--- config.mk ---
export PLATFORM = sky130hd
export DESIGN_NAME = seq_divider
export DESIGN_NICKNAME = d
export VERILOG_FILES = /design/src/rtl/seq_divider.sv
export SDC_FILE = /design/constraint.sdc
export NUM_CORES = 1
export LEC_CHECK = 0
export CAP_MARGIN = 25
export CORE_MARGIN = 4
export CORE_UTILIZATION = 63
export CTS_CLUSTER_DIAMETER = 40
export DETAILED_ROUTE_END_ITERATION = 10
export DONT_BUFFER_PORTS = 1
export PLACE_DENSITY = 0.83
export SLEW_MARGIN = 10
export SYNTH_ARGS = -nofsm -noshare
export SYNTH_HDL_FRONTEND = slang
export SYNTH_SLANG_ARGS = --single-unit
export TNS_END_PERCENT = 50
--- constraint.sdc ---
create_clock -name clk -period 3 [get_ports clk]
set_input_delay 0.6 -clock clk [delete_from_list [all_inputs] [get_ports clk]]
set_output_delay 0.6 -clock clk [all_outputs]
set_load 0.02 [all_outputs]
--- src/rtl/seq_divider.sv ---
// Sequential restoring divider: 8 shift-subtract iterations per operation, with a divide-by-zero bypass.
// Port vectors are declared [0:WIDTH-1] with index 0 as the LSB; internally values are held as [WIDTH-1:0].
module seq_divider #(
   parameter int WIDTH = 8
) (
   input  logic             clk,
   input  logic             rst,
   input  logic             start,
   input  logic [0:WIDTH-1] A,
   input  logic [0:WIDTH-1] B,
   output logic [0:WIDTH-1] Q,
   output logic [0:WIDTH-1] R,
   output logic             busy,
   output logic             done,
   output logic             dz
);

   localparam int CW = $clog2(WIDTH);

   typedef enum logic [1:0] {IDLE, RUN, FIN} state_t;

   state_t           r_state, w_next;
   logic [WIDTH-1:0] w_a, w_b;
   logic [WIDTH-1:0] r_div, r_b, r_q, r_r;
   logic [WIDTH:0]   r_rem, w_rem_n;
   logic [WIDTH+1:0] w_shift, w_diff;
   logic [WIDTH-1:0] w_div_n;
   logic [CW-1:0]    r_cnt;
   logic             r_dz, w_fits, w_accept;

   // Bit i of each port vector carries weight 2**i.
   always_comb begin
      w_a = '0;
      w_b = '0;
      Q   = '0;
      R   = '0;
      for (int unsigned i = 0; i < WIDTH; i++) begin
         w_a[i] = A[i];
         w_b[i] = B[i];
         Q[i]   = r_q[i];
         R[i]   = r_r[i];
      end
   end

   assign busy     = (r_state == RUN);
   assign done     = (r_state == FIN);
   assign dz       = r_dz;
   assign w_accept = start && (r_state != RUN);

   // One restoring step: shift {rem, dividend} left, trial-subtract B, keep the result if non-negative.
   always_comb begin
      w_shift = {r_rem, r_div[WIDTH-1]};
      w_diff  = w_shift - {2'b00, r_b};
      w_fits  = ~w_diff[WIDTH+1];
      w_rem_n = w_fits ? w_diff[WIDTH:0] : w_shift[WIDTH:0];
      w_div_n = {r_div[WIDTH-2:0], w_fits};
   end

   always_ff @(posedge clk) begin
      if (rst) r_state <= IDLE;
      else     r_state <= w_next;
   end

   always_comb begin
      w_next = r_state;
      case (r_state)
         IDLE, FIN: begin
            if (start) w_next = (w_b != '0) ? RUN : FIN;
            else       w_next = IDLE;
         end
         RUN:     if (r_cnt == CW'(WIDTH - 1)) w_next = FIN;
         default: w_next = IDLE;
      endcase
   end

   always_ff @(posedge clk) begin
      if (rst) begin
         r_div <= '0;
         r_b   <= '0;
         r_rem <= '0;
         r_cnt <= '0;
         r_q   <= '0;
         r_r   <= '0;
         r_dz  <= 1'b0;
      end else if (w_accept) begin
         r_div <= w_a;
         r_b   <= w_b;
         r_rem <= '0;
         r_cnt <= '0;
         if (w_b == '0) begin
            r_q  <= '1;
            r_r  <= w_a;
            r_dz <= 1'b1;
         end
      end else if (r_state == RUN) begin
         r_div <= w_div_n;
         r_rem <= w_rem_n;
         r_cnt <= r_cnt + CW'(1);
         // Outputs are only updated on the final iteration so partial results never show.
         if (r_cnt == CW'(WIDTH - 1)) begin
            r_q  <= w_div_n;
            r_r  <= w_rem_n[WIDTH-1:0];
            r_dz <= 1'b0;
         end
      end
   end

endmodule

==> qor.txt <==
most used cell, CP: nand3_1
Slew Limit Fails: 0
Net count, final: 325
yosys warns: 0
Critical-path top delay cell: or4_1
# DRC: 0
Worst Path Arrival: 2.82 ns
synthesized area per cell: 8.57 um2
highest clock rate: 390 MHz
post-CTS resize count: 0
Clock Latency Late Sink: 0.31 ns
cells after synthesis: 303
Synth Flop Type: dfxtp_1
final wirelength: 6120 um
Layout Cells excl Fill: 346
Placed Cells: 337
DRC violation total after the first TritonRoute iteration: 220
Setup Buffers After CTS: 0
P_leak: 1.07 nW
critical path, cell by cell: inv_1 -> ha_1 -> or2_1 -> a221o_1 -> a21oi_1 -> nand3_1 -> or4_1 -> nand3_1
syn nets: 333
WP buf/inv: 1
required time of the critical path: 3.25 ns
post-synth top area share: 0.362
mapped cell area: 0.00260 mm2
final-report setup violation count: 0
relative slew slack: 0.510
CTS H-tree depth: 2
post-synthesis sequential area ratio: 0.362
largest net degree at the start of global routing: 31
Synth async-reset ratio: 0
maxcap violations: 0
Final Skew: 0.0106 ns
first-pass GRT wire length: 9910 um
dominant cell type by area after synthesis: dfxtp_1
overall die width: 72.2 um
initial core utilization: 0.649
Yosys cell types: 54
post-detail-place hpwl: 4320 um
Setup TNS Final: 0 ns
Routed wire per std cell: 17.7 um
Vias: 2,301
number of synthesized register bits: 47
Clock Tree Buf Depth: 2
I/O pins: 38
Final min period: 2.56 ns
worst min-delay path category: in2reg
gr ovfl total: 0
Root Buffer: clkbuf_8
Max IR drop VDD: 0.353 mV
total clock buffers created by CTS: 5
endpoints failing hold: 0
unrepaired setup endpoints after global routing: false
crit path capture type: register
WS Path Type: reg2reg
fin crit share: 0.854
Slew @ Worst Pin: 0.734 ns
number of port buffers: 0
CTS Hold Bufs: 0
synth top area cells: dfxtp_1 36%, mux2i_1 5.4%, nand2_1 5.1%
Pwr Density: 548 mW/mm2
row cnt: 23
# fillers: 337
All-Layer GR Usage: 0.240
Area growth syn-to-layout: 2.80%
Clk pin slew, worst setup/hold paths: 0.10 ns
die outline area: 0.00521 mm2
count of flip-flops with a built-in enable after synthesis: 0
TritonCTS clock tree: done
Pre-Repair DR Iteration Count: 5
run status: finished, final reports clean
vias in the first global route: 2,047
CP max stage delay: 0.56 ns
Placer Congestion: 0.900
Critical Path Start Type: register
Worst Path Max Fanout: 15
via density per instance: 6.65
core area: 0.00400 mm2
CTS sink cnt: 47
diode count: 0
initial antenna violation count: 0
crit-path leading delay family: simple AND/OR/NAND/NOR gates
post-route ant nets: 0
die height: 72.2 um
layout cells sized above 1: 0.0912
==> layout by cell type, fill, tap and decap left out, types with 2 or more instances in the layout <==
| cell | synthesis | routed |
|---|---|---|
| o21a_1 | 4 | 4 |
| a211o_1 | 3 | 3 |
| clkbuf_8 | 1 | 6 |
| a21oi_1 | 24 | 24 |
| inv_1 | 14 | 14 |
| and3_1 | 2 | 2 |
| or3_1 | 3 | 3 |
| nand4_1 | 5 | 5 |
| dfxtp_1 | 47 | 47 |
| nor2b_1 | 4 | 4 |
| o211ai_1 | 4 | 4 |
| nor3_1 | 4 | 4 |
| ha_1 | 10 | 10 |
| nand2_1 | 35 | 35 |
| o221a_2 | 7 | 7 |
| nand3_1 | 10 | 10 |
| nand3b_1 | 2 | 2 |
| a2111oi_0 | 2 | 2 |
| o21ai_0 | 10 | 10 |
| mux2i_1 | 14 | 14 |
| a41o_1 | 3 | 3 |
| nor4_1 | 3 | 3 |
| a32oi_1 | 3 | 3 |
| nor2_1 | 27 | 27 |
| xnor2_1 | 3 | 3 |
| buf_4 | 2 | 5 |
| a31oi_1 | 2 | 2 |
| and2_1 | 2 | 2 |
| a211oi_1 | 11 | 11 |
| or4_1 | 4 | 4 |
| a221o_1 | 3 | 3 |
==> layer usage <==
metal / share of wire / vias up / GRT usage
met3: 0.071 / 5 / 0.0485
li1: - / 1101 / -
met4: 0.0098 / 0 / 0.0626
met5: 0 / - / 0
met2: 0.48 / 98 / 0.380
met1: 0.44 / 1097 / 0.334
==> path summary, 6_finish.rpt <==
kind	endpoint	from	cells after the start	slack, ns
min reg2reg	r_b[5]$_SDFFE_PP0P_	r_b[5]$_SDFFE_PP0P_	2	0.45
max	r_rem[1]$_SDFFE_PP0P_	r_b[7]$_SDFFE_PP0P_	8	0.44
min	r_state[1]$_SDFFE_PP0P_	rst	1	0.35
max reg2reg	r_rem[1]$_SDFFE_PP0P_	r_b[7]$_SDFFE_PP0P_	8	0.44
==> cell usage after synthesis (2+ instances only) <==
cell	n
a221o_1	3
a32oi_1	3
nand2_1	35
and2_1	2
ha_1	10
nor2_1	27
a41o_1	3
o221a_2	7
nor2b_1	4
nand3_1	10
buf_4	2
o211ai_1	4
dfxtp_1	47
inv_1	14
nor4_1	3
nand4_1	5
a211o_1	3
a2111oi_0	2
a211oi_1	11
buf_1	2
buf_2	2
buf_6	3
and3_1	2
o21ai_0	10
a21oi_1	24
nor3_1	4
a31oi_1	2
mux2i_1	14
xnor2_1	3
clkbuf_1	9
nand3b_1	2
o21a_1	4
or3_1	3
or4_1	4
==> worst reg2reg max path: stages (launching register included) <==
cell and delay, ns:
dfxtp_1 0.33, inv_1 0.04, ha_1 0.23, or2_1 0.30
a221o_1 0.36, a21oi_1 0.16, nand3_1 0.44, or4_1 0.56
nand3_1 0.09
==> logic make-up (layout without fill, tap and decap cells) <==
| logic type | after synthesis | in the layout | share of synthesized area |
|---|---|---|---|
| AO/OA/AOI/OAI | 84 | 84 | 0.242 |
| XOR/XNOR | 4 | 4 | 0.0135 |
| adder cells (fa/ha/maj) | 11 | 11 | 0.0559 |
| buffers and inverters | 34 | 27 | 0.0679 |
| flip-flops | 47 | 47 | 0.362 |
| multiplexers | 14 | 14 | 0.0540 |
| AND/OR/NAND/NOR | 109 | 109 | 0.204 |
==> per-stage QoR <==
step	hold slack [ns]	power [mW]	utilization	setup slack (ns)	cell area (um2)
2_1_floorplan	0.436	1.01	-	0.748	2600
3_3_place_gp	0.438	1.04	0.641	0.571	2560
3_5_place_dp	0.440	1.05	0.641	0.511	2560
4_1_cts	0.346	1.46	0.665	0.488	2660
5_1_grt	0.338	1.53	0.667	0.225	2670
6_report	0.350	1.46	0.667	0.437	2670
==> final cells by class <==
class                           count  area, um2  area share
Sequential cell                    47        941       0.353
Tap cell                           50       62.6      0.0234
Timing Repair Buffer                5       37.5      0.0141
Clock buffer                        6       82.6      0.0309
Multi-Input combinational cell    222       1480       0.554
Inverter                           14       52.6      0.0197
Clock inverter                      2       13.8     0.00516
==> flip-flops by register name, indices dropped and copies added (netlist names) <==
register  flops
dz            1
r_cnt         3
r_div         8
r_b           8
r_r           8
r_q           8
r_rem         9
r_state       2
==> power breakdown <==
group | internal (mW) | switching (mW) | leakage (nW)
Combinational | 0.142 | 0.223 | 0.635
Sequential | 0.652 | 0.0284 | 0.383
Clock | 0.189 | 0.230 | 0.0516
Total | 0.983 | 0.481 | 1.07
(Power assumes the default switching activity.)
